`src/rtl/aq_age_alloc.sv`:
```
// Age-matrix allocation queue: entries land in the lowest free slot and
// issue strictly in allocation order, tracked by an NUM x NUM age matrix
// (older[i][j] = 1 means entry j was allocated before entry i).
module aq_age_alloc #(
    parameter int NUM   = 4,
    parameter int WIDTH = 32,
    parameter int IDXW  = 2
) (
    input  logic             clk,
    input  logic             rst,
    input  logic             alloc_vld,
    input  logic [WIDTH-1:0] alloc_data,
    output logic             alloc_rdy,
    output logic [IDXW-1:0]  alloc_idx,
    output logic             issue_vld,
    output logic [WIDTH-1:0] issue_data,
    output logic [IDXW-1:0]  issue_idx,
    input  logic             issue_rdy,
    input  logic             flush,
    output logic [IDXW:0]    count
);

    logic [NUM-1:0]   valid;
    logic [NUM-1:0]   older [NUM];
    logic [WIDTH-1:0] payload [NUM];
    logic [IDXW:0]    count_q;

    logic [NUM-1:0]   oldest_oh;
    logic [NUM-1:0]   push_oh;
    logic [NUM-1:0]   pop_oh;
    logic             push;
    logic             pop;

    // Free-slot search: alloc_rdy and alloc_idx come from registered valid bits only
    always_comb begin
        alloc_rdy = ~&valid;
        alloc_idx = '0;
        for (int i = NUM - 1; i >= 0; i--) begin
            if (!valid[i]) alloc_idx = IDXW'(i);
        end
    end

    // Oldest-entry select: the one valid entry with no valid entry older than itself
    always_comb begin
        oldest_oh  = '0;
        issue_idx  = '0;
        issue_data = '0;
        for (int i = 0; i < NUM; i++) begin
            if (valid[i] && ((valid & older[i]) == '0)) begin
                oldest_oh[i] = 1'b1;
                issue_idx    = issue_idx | IDXW'(i);
                issue_data   = issue_data | payload[i];
            end
        end
        issue_vld = |valid;
    end

    // Handshake decode into one-hot push/pop vectors
    always_comb begin
        push = alloc_vld & alloc_rdy;
        pop  = issue_vld & issue_rdy;
        for (int i = 0; i < NUM; i++) begin
            push_oh[i] = push && (alloc_idx == IDXW'(i));
        end
        pop_oh = pop ? oldest_oh : '0;
    end

    // Control state: valid bits, age matrix and occupancy; rst/flush clear everything
    always_ff @(posedge clk) begin
        if (rst || flush) begin
            valid   <= '0;
            count_q <= '0;
            for (int i = 0; i < NUM; i++) older[i] <= '0;
        end else begin
            valid <= (valid & ~pop_oh) | push_oh;
            for (int i = 0; i < NUM; i++) begin
                // A new entry is younger than every survivor; popped and new columns are cleared
                if (push_oh[i]) older[i] <= valid & ~pop_oh;
                else            older[i] <= older[i] & ~pop_oh & ~push_oh;
            end
            case ({push, pop})
                2'b10:   count_q <= count_q + 1'b1;
                2'b01:   count_q <= count_q - 1'b1;
                default: count_q <= count_q;
            endcase
        end
    end

    // Payload storage, not reset; a write during flush is harmless since valid is cleared
    always_ff @(posedge clk) begin
        for (int i = 0; i < NUM; i++) begin
            if (push_oh[i]) payload[i] <= alloc_data;
        end
    end

    assign count = count_q;

endmodule

```
`config.mk`:
```
export PLATFORM = sky130hd
export DESIGN_NAME = aq_age_alloc
export DESIGN_NICKNAME = d
export VERILOG_FILES = /design/src/rtl/aq_age_alloc.sv
export SDC_FILE = /design/constraint.sdc
export NUM_CORES = 1
export LEC_CHECK = 0
export ABC_AREA = 1
export CORE_MARGIN = 5
export CORE_UTILIZATION = 55
export DETAILED_ROUTE_END_ITERATION = 8
export GPL_TIMING_DRIVEN = 0
export PLACE_DENSITY_LB_ADDON = 0.05
export SLEW_MARGIN = 5
export SYNTH_ARGS = -nofsm -noshare
export SYNTH_HDL_FRONTEND = slang
export SYNTH_SLANG_ARGS = --single-unit
export TNS_END_PERCENT = 100
```
`constraint.sdc`:
```
create_clock -name clk -period 3.1 [get_ports clk]
set_input_delay 0.93 -clock clk [delete_from_list [all_inputs] [get_ports clk]]
set_output_delay 0.93 -clock clk [all_outputs]
set_load 0.03 [all_outputs]
```
==> results of run 1 <==
## worst max path at each step
stage	end	slack [ns]	cells after the start	startpoint
after floorplan	older[2][3]	0.51	5	alloc_vld
after global placement	older[2][3]	-0.96	6	alloc_vld
after detailed placement	older[3][0]	-0.09	7	alloc_vld
after CTS	issue_data[6]	0.0001	8	valid[2]
after global routing	issue_data[8]	-0.006	9	valid[1]
final	issue_data[16]	0.10	9	valid[1]
## critical path, stage by stage (launching register included)
cell and delay, ns:
sky130_fd_sc_hd__dfxtp_1 0.32, sky130_fd_sc_hd__buf_6 0.15, sky130_fd_sc_hd__nand2_1 0.07, sky130_fd_sc_hd__nor2_1 0.14, sky130_fd_sc_hd__nand2_2 0.13, sky130_fd_sc_hd__inv_2 0.14
sky130_fd_sc_hd__buf_6 0.17, sky130_fd_sc_hd__nand2_1 0.06, sky130_fd_sc_hd__nand4_1 0.07, sky130_fd_sc_hd__clkdlybuf4s15_2 0.30
## cell families (layout without fill, tap and decap cells)
logic type / after synthesis / count (layout) / share of synthesized area (%)
AND/OR/NAND/NOR: 262 / 262 / 19.5
AO/OA/AOI/OAI: 18 / 18 / 1.69
buffers and inverters: 46 / 158 / 3.78
flip-flops: 151 / 151 / 74.5
other: 1 / 16 / 0.0626
adder cells (fa/ha/maj): 2 / 2 / 0.543
## per-stage QoR
stage | util (%) | instance area [µm²] | hold WS, ns
finish | 70.1 | 7530 | 0.461
global route | 70.1 | 7530 | 0.499
CTS | 71.3 | 7660 | 0.466
detailed placement | 65.6 | 7050 | 0.456
global placement | 65.1 | 7000 | 0.446
floorplan | - | 6050 | 0.531
## flip-flops by register name (all words and copies together) (netlist names)
| signal | count |
|---|---|
| payload | 128 |
| older | 16 |
| valid | 4 |
| count | 3 |
## power by group
part | switching [mW] | total (mW) | leakage, nW | internal [mW]
Combinational | 0.131 | 0.213 | 1.12 | 0.0814
Sequential | 0.0140 | 2.30 | 1.40 | 2.29
Clock | 0.773 | 1.92 | 0.261 | 1.14
## timing repair
item / in CTS / in global routing
setup buffers: 0 / 2
pin swaps: 1 / 0
endpoints found under the setup margin: 34 / 32
gates resized for setup: 105 / 57
## routing by layer
metal / wire length (µm) / part of all wire [%]
met5: 0 / 0
met4: 170 / 1.4
met3: 623 / 5.2
met2: 6270 / 52
met1: 4930 / 41
## layout make-up
| class | instances | area [µm²] | share of cell area (%) |
|---|---|---|---|
| flip-flops and latches | 151 | 4470 | 59.3 |
| multi-input cells | 298 | 1370 | 18.2 |
| repair buffers | 81 | 701 | 9.31 |
| clock buffers | 20 | 425 | 5.65 |
| well taps | 140 | 175 | 2.33 |
| plain buffers | 16 | 148 | 1.96 |
| clock inverters | 11 | 128 | 1.70 |
| inverters | 30 | 113 | 1.50 |
## cell usage after synthesis, drive strengths merged
cell    instances
buf            16
nor2           30
ha              1
conb            1
nand3          16
a21oi          10
inv            30
nand2         182
fa              1
dfxtp           7
nand4          34
edfxtp        144
o21ai           8
## layout by cell type (no fill, tap or decap), drive strengths merged
| cell | n |
|---|---|
| ha | 1 |
| clkinv | 5 |
| clkdlybuf4s50 | 43 |
| dfxtp | 7 |
| buf | 44 |
| clkbuf | 23 |
| nand3 | 16 |
| o21ai | 8 |
| clkdlybuf4s18 | 1 |
| clkinvlp | 3 |
| nand2 | 182 |
| nor2 | 30 |
| edfxtp | 144 |
| a21oi | 10 |
| fa | 1 |
| inv | 31 |
| clkdlybuf4s15 | 4 |
| nand4 | 34 |
| bufinv | 2 |
| dlygate4sd2 | 2 |
| conb | 16 |
==> flow_summary.ini, run 1 <==
[drt]
routed_wire_length_per_instance_um = 16.1
vias = 3837
drc_errors = 0
post_drt_via_cell_ratio = 5.14
dr.first_iter.drc_count = 222
drt_first_pass_iters = 5
routed_wirelength_um = 12000
ant_nets = 0

[yosys]
yosysTopAreaCell = sky130_fd_sc_hd__edfxtp_1
synth_seq_cells = 151
seq_area_frac_synth_pct = 74.5
ys.warnings.count = 0
syn_area_mm2 = 0.00599
ys_types = 23
synth_cells = 480
post_synth_main_area_contributors = sky130_fd_sc_hd__edfxtp_1 72%, sky130_fd_sc_hd__nand2_1 11%, sky130_fd_sc_hd__nand4_1 3.5%
yosysTopAreaCellShare_pct = 72.1
postSynthAreaPerCell_um2 = 12.5

[critical_path]
cp.arrival_ns = 2.07
critical_path.startpoint_type = flip-flop
worstSetupEndpointType = output pin
crit_fanout = 10
r2r_end = older[0][3]
reg2regPathDepth = 8
crit_type = flip-flop to output pin
regToRegSetupSlack_ns = 0.93
r2r_start = valid[0]
worstPathRequired_ns = 2.17

[grt]
globalRoute.totalOverflow = 0
globalRouteMet1Util_pct = 23.3
grt_max_degree = 35
grt_pass1_vias = 3852
grt_antenna_before_repair = 0
wire_length_of_the_first_global_routing_pass_um = 19000
gr-max-usage-layer = met2
gr_util_met3_pct = 5.39
gr-usage-all-layers_pct = 19.5
grt_use_met2_pct = 34.1

[die]
dieHeight_um = 114
number_of_rows_in_the_core_area = 38
area_of_the_die_mm2 = 0.0131
floorplan.die.width_um = 114
boundary_pins = 78
floorplan.core_area_mm2 = 0.0107
initial_core_utilization_pct = 55.8

[timing]
layout_setup_ws_ns = 0.100
finClkSkew_ns = 0.00697
slew_violations = 0
hold_viol = 0
max_slew.worst_pin.slew_ns = 1.18
report.final.setup_viol = 0
max_freq_mhz = 333
min_period_over_period_pct = 96.8
setup_tns_final_ns = 0
timing.final.crit_period_ns = 3.00
worst_slew_slack_as_a_fraction_of_its_limit_pct = 21.4

[power_and_ir_drop]
pwr_density_cell_mw_per_mm2 = 589
totalPowerFinal_mw = 4.43
power.ir.vdd_worst_v = 0.000378
cellLeakagePower_nw = 2.78

[placement]
gpl.final_weighted_congestion = 0.834
placement.setup.worst_slack_ns = -0.0902
dp.cells = 714
hpwl_um = 7360
place.port_buffers = 77

[clock_network]
clock_tree.root_cell = sky130_fd_sc_hd__clkbuf_8
clock_transition_at_path_regs_ns = 0.06
cts_tree = yes
clock_tree.htree_level_count = 4
tritoncts_num_sinks = 151
max-clock-path-buffers = 2
cts-hold-fix-buffers = 0
clk-insertion-delay-late_ns = 0.52
cts_inserted_buffers = 17

[run_status]
run_status = finished clean

[layout]
nFillCells = 793
layoutNonFillerInstCount = 747
num_antenna_cells = 0
proportion_of_layout_cells_with_a_drive_suffix_above_1_pct = 17.8
finalNetCount = 634
area_growth_pct = 25.6

[hold_path]
min_delay_worst_endpoint = count[2]
hold_start = count[2]
min_delay_path_depth = 2
min-delay-path-class = flip-flop to flip-flop

[flow_run]
cap_viol_max_count = 0
Note: power is estimated with default switching activity, not from simulation.
==> inputs of run 2 (changes only) <==
- CORE_MARGIN: 5 -> unset
==> run 2 against run 1 <==
Net effect: via count down 0.16%; flip-flop and latch count unchanged; worst setup slack worse by 0.035 ns; sequential power about the same; first-iteration DRC count up 26%; sequential share of layout area down 0.49 points; total power up 1.6%; largest cell class unchanged; highest routed layer unchanged.
==> flow_summary.ini, run 2 (same netlist as run 1, synthesis figures left out) <==
[hold_path]
hold_start = count[2]
min_delay_worst_endpoint = count[2]
min-delay-path-class = flip-flop to flip-flop
min_delay_path_depth = 2

[timing]
min_period_over_period_pct = 97.9
slew_violations = 0
finClkSkew_ns = 0.00868
hold_slack_ns = 0.465
setup_repair_after_global_routing_missed_its_margin = true
worst_slew_slack_as_a_fraction_of_its_limit_pct = 21.2
max_freq_mhz = 330
hold_viol = 0
report.final.setup_viol = 0
timing.final.crit_period_ns = 3.03
max_slew.worst_pin.slew_ns = 1.18

[critical_path]
critical_path.startpoint_type = flip-flop
r2r_start = valid[0]
worstPathRequired_ns = 2.17
r2r_end = older[0][3]
reg2regPathDepth = 8
crit_type = flip-flop to output pin
cp.arrival_ns = 2.10
worstSetupEndpointType = output pin
crit_fanout = 10
regToRegSetupSlack_ns = 0.94

[layout]
num_antenna_cells = 0
layout_top_registers = payload (128), older (16), valid (4)
nFillCells = 723
largest_reg_flops = 128
layout_common_cells = 174 x sky130_fd_sc_hd__nand2_1, 144 x sky130_fd_sc_hd__edfxtp_1, 43 x sky130_fd_sc_hd__clkdlybuf4s50_1
multi_input_area_mm2 = 0.00137
final_core_util_pct = 72.5
area_growth_pct = 26.6
max_flop_register = payload
final-seq-area_mm2 = 0.00447
finalNetCount = 633
final_instance_area_mm2 = 0.00759
final_common_cell = sky130_fd_sc_hd__nand2_1
proportion_of_layout_cells_with_a_drive_suffix_above_1_pct = 17.7

[placement]
place.port_buffers = 77
hpwl_um = 7150
gpl.final_weighted_congestion = 0.879
dpl_cell_area_mm2 = 0.00702

[clock_network]
cts-hold-fix-buffers = 0
max-clock-path-buffers = 2
clk-insertion-delay-late_ns = 0.52
clock_transition_at_path_regs_ns = 0.06
cts_inserted_buffers = 17
clock_tree.htree_level_count = 4
cts_tree = yes
tritoncts_num_sinks = 151
clock_tree.root_cell = sky130_fd_sc_hd__clkbuf_8

[drt]
drc_errors = 0
ant_nets = 0
drt_first_pass_iters = 5
routed_wire_length_per_instance_um = 15.8
post_drt_via_cell_ratio = 5.16
dr.first_iter.drc_count = 279
routed_wirelength_um = 11700
vias = 3831

[power_and_ir_drop]
pwr_density_cell_mw_per_mm2 = 593
cellLeakagePower_nw = 2.74
power.ir.vdd_worst_v = 0.000343
totalPowerFinal_mw = 4.50

[grt]
gr-usage-all-layers_pct = 22.6
grt_max_degree = 35
grt_pass1_vias = 3850
globalRoute.totalOverflow = 0
grt_antenna_before_repair = 0
wire_length_of_the_first_global_routing_pass_um = 18800

[die]
dieHeight_um = 106
floorplan.core_area_mm2 = 0.0105
boundary_pins = 78
floorplan.die.width_um = 106
area_of_the_die_mm2 = 0.0113
initial_core_utilization_pct = 57.3
number_of_rows_in_the_core_area = 37

[run_status]
run_status = finished clean

[flow_run]
cap_viol_max_count = 0
## run 2: cell types whose count changed in the layout (fill, tap and decap cells not counted), moves of 2 or more
cell	delta
sky130_fd_sc_hd__clkbuf_2	+3
sky130_fd_sc_hd__buf_2	-18
sky130_fd_sc_hd__buf_6	-5
sky130_fd_sc_hd__buf_4	+2
sky130_fd_sc_hd__clkbuf_4	+3
sky130_fd_sc_hd__clkdlybuf4s15_2	+15
## run 2: final cells by class
class                   instances  area share (%)
multi-input cells             298            18.1
clock inverters                12            2.03
plain buffers                  16            1.70
repair buffers                 80            10.1
inverters                      30            1.48
flip-flops and latches        151            58.8
well taps                     136            2.24
clock buffers                  19            5.56
## run 2: power by group
group / switching (mW) / internal, mW
sequential: 0.0141 / 2.29
clock: 0.763 / 1.22
combinational: 0.132 / 0.0830
total: 0.909 / 3.59
## run 2: metal layers
metal | track usage (%) | vias up | share of wire, %
met3 | 4.54 | 20 | 5.6
met1 | 28.3 | 1822 | 42
met4 | 10.1 | 0 | 1.7
met5 | 0 | - | 0
li1 | - | 1875 | -
met2 | 38.2 | 114 | 51
## run 2: how the worst max path moves through the flow
| stage | start | to | slack (ns) | cells after the start |
|---|---|---|---|---|
| 5_1_grt | valid[1] | issue_data[27] | -0.08 | 8 |
| 3_5_place_dp | alloc_vld | older[0][3] | -0.09 | 8 |
| 2_1_floorplan | alloc_vld | older[2][3] | 0.51 | 5 |
| 3_3_place_gp | alloc_vld | older[3][2] | -0.94 | 6 |
| 6_report | valid[1] | issue_data[7] | 0.07 | 8 |
| 4_1_cts | valid[1] | issue_data[9] | 0.001 | 8 |
## run 2: what timing repair did
action                                 in CTS  in global routing
pin swaps                                   0                  1
endpoints found under the hold margin       0                  0
setup endpoints to repair                  34                 32
gates resized for setup                    98                 22
setup buffers                               0                  2
## run 2: stage by stage
step | worst slack [ns] | cells | setup TNS (ns)
after global placement | -0.936 | 708 | -40.27
final | 0.0657 | 742 | 0
after CTS | 0.00132 | 740 | 0
after floorplan | 0.509 | 495 | 0
after global routing | -0.0757 | 742 | -0.735
after detailed placement | -0.0889 | 709 | -0.376
## run 2: critical path: stages (launching register included)
cell	delay, ns
sky130_fd_sc_hd__dfxtp_1	0.31
sky130_fd_sc_hd__buf_6	0.14
sky130_fd_sc_hd__nand2_1	0.06
sky130_fd_sc_hd__nand3_1	0.15
sky130_fd_sc_hd__nor2_4	0.21
sky130_fd_sc_hd__buf_4	0.22
sky130_fd_sc_hd__nand2_1	0.08
sky130_fd_sc_hd__nand4_1	0.11
sky130_fd_sc_hd__clkdlybuf4s18_2	0.32
==> inputs of run 3 (changes only) <==
- CAP_MARGIN: unset -> 20
- GPL_TIMING_DRIVEN: 0 -> 1
- MAX_ROUTING_LAYER: unset -> met4
==> run 3 against run 2 <==
Net effect: critical path depth shrank 2; clock skew grew 0.0017 ns; die area is the same; core utilization shrank 1.0 points; count of clock-buffer cells in the layout is the same; critical endpoint is now alloc_idx[0]; non-clock buffer count shrank 9; largest power group unchanged; total power shrank 3.5%; cell count shrank 1.1%; first-iteration DRC count shrank 34%; maximum frequency grew 2.9%; flip-flop and latch count is the same.
==> flow_summary.ini, run 3 (same netlist as run 1, synthesis figures left out) <==
[critical_path]
worstPathRequired_ns = 2.17
critical_path.max_stage_delay_ns = 0.59
worstSetupEndpointType = output pin
crit_chain = inv_1, nand2_2, nand2_1, nand2_2, inv_1, clkdlybuf4s50_1
critical_path.startpoint_type = flip-flop
cp.arrival_ns = 2.02
crit_fanout = 7
crit_type = flip-flop to output pin
critical_path_slowest_stage_cell = sky130_fd_sc_hd__clkdlybuf4s50_1

[drt]
vias = 3792
drc_errors = 0
ant_nets = 0
post_drt_via_cell_ratio = 5.17
drt_first_pass_iters = 4
dr.first_iter.drc_count = 185
routed_wirelength_um = 11700
routed_wire_length_per_instance_um = 15.9

[clock_network]
post_cts.resized_instances = 2
cts_inserted_buffers = 17
postCtsSetupBuffers = 0
clock_transition_at_path_regs_ns = 0.07
tritoncts_num_sinks = 151
cts_tree = yes
clock_tree.root_cell = sky130_fd_sc_hd__clkbuf_8
clock_tree.htree_level_count = 4
max-clock-path-buffers = 2
clk-insertion-delay-late_ns = 0.51
cts-hold-fix-buffers = 0

[layout]
nFillCells = 753
final-seq-area_mm2 = 0.00447
max_flop_register = payload
finalNetCount = 624
multi_input_area_mm2 = 0.00137
area_growth_pct = 24.9
proportion_of_layout_cells_with_a_drive_suffix_above_1_pct = 16.9
layout_common_cells = 174 x sky130_fd_sc_hd__nand2_1, 144 x sky130_fd_sc_hd__edfxtp_1, 43 x sky130_fd_sc_hd__clkdlybuf4s50_1
layout_top_registers = payload (128), older (16), valid (4)
largest_reg_flops = 128
final_common_cell = sky130_fd_sc_hd__nand2_1
num_antenna_cells = 0

[timing]
setup_repair_after_global_routing_missed_its_margin = false
hold_slack_ns = 0.468
min_period_over_period_pct = 95.1
timing.final.crit_period_ns = 2.95
hold_viol = 0
setup_tns_final_ns = 0
slew_violations = 0
finClkSkew_ns = 0.0103
report.final.setup_viol = 0
max_freq_mhz = 339

[power_and_ir_drop]
power.ir.vdd_worst_v = 0.000379
cellLeakagePower_nw = 2.72
pwr_density_cell_mw_per_mm2 = 581

[placement]
hpwl_um = 6990
gpl.final_weighted_congestion = 0.865
place.port_buffers = 77

[flow_run]
cap_viol_max_count = 0

[die]
initial_core_utilization_pct = 57.3
dieHeight_um = 106
area_of_the_die_mm2 = 0.0113
floorplan.core_area_mm2 = 0.0105
boundary_pins = 78
number_of_rows_in_the_core_area = 37
floorplan.die.width_um = 106

[grt]
grt_antenna_before_repair = 0
grt_max_degree = 34
gr-usage-all-layers_pct = 23.0
globalRoute.totalOverflow = 0
wire_length_of_the_first_global_routing_pass_um = 18300
grt_pass1_vias = 3647

[hold_path]
min-delay-path-class = flip-flop to flip-flop

[run_status]
run_status = finished clean
==> run 3: cell types whose count changed in the layout (fill, tap and decap cells not counted), sizes merged <==
cell / before / now
clkbuf: 28 / 19
bufinv: 3 / 0
dlygate4sd2: 2 / 0
clkdlybuf4s18: 1 / 0
inv: 31 / 36
clkdlybuf4s15: 19 / 0
buf: 22 / 44
clkinv: 5 / 3
clkinvlp: 3 / 4
==> run 3: cell type report <==
class	count	area share (%)
flip-flops and latches	151	59.7
multi-input cells	298	18.3
repair buffers	87	11.0
clock buffers	19	5.63
well taps	136	2.27
inverters	30	1.57
clock inverters	13	1.49
==> run 3: where the power goes <==
part           total, mW  leakage, nW  internal [mW]  switching, mW
clock               1.82        0.248           1.00          0.820
combinational      0.219         1.07         0.0879          0.131
sequential          2.30         1.40           2.29         0.0166
total               4.35         2.72           3.38          0.968
==> run 3: worst max-delay path: cells and delay by family (launching register included) <==
| kind | cells | cell delay [ns] |
|---|---|---|
| and+or+nand+nor | 3 | 0.26 |
| DFF | 1 | 0.49 |
| buffers and inverters | 3 | 0.75 |
==> run 3: final timing paths <==
check / depth (start not counted) / from / slack, ns / endpoint
setup / recovery: 6 / valid[3] / 0.15 / alloc_idx[0]
setup reg to reg: 10 / valid[3] / 1.21 / count[2]
hold reg to reg: 2 / count[2] / 0.47 / count[2]
hold / removal: 2 / count[2] / 0.47 / count[2]
==> run 3: stage by stage <==
step                      worst slack (ns)  util (%)  instance area (µm²)  std cells  power, mW
after floorplan                      0.509         -                 6050        495       2.45
final                                0.150      71.5                 7480        734       4.35
after global placement               0.377      66.3                 6940        702       2.56
after CTS                           0.0205      71.5                 7480        734       4.37
after detailed placement             0.370      66.3                 6940        702       2.57
after global routing                0.0536      71.5                 7480        734       4.49
==> run 3: metal layers <==
layer	share of wire [%]	global-route usage [%]	vias up
met5	0	-	-
met1	42	27.9	1785
met2	50	37.3	126
li1	-	-	1869
met4	1.0	9.62	0
met3	6.8	5.15	12
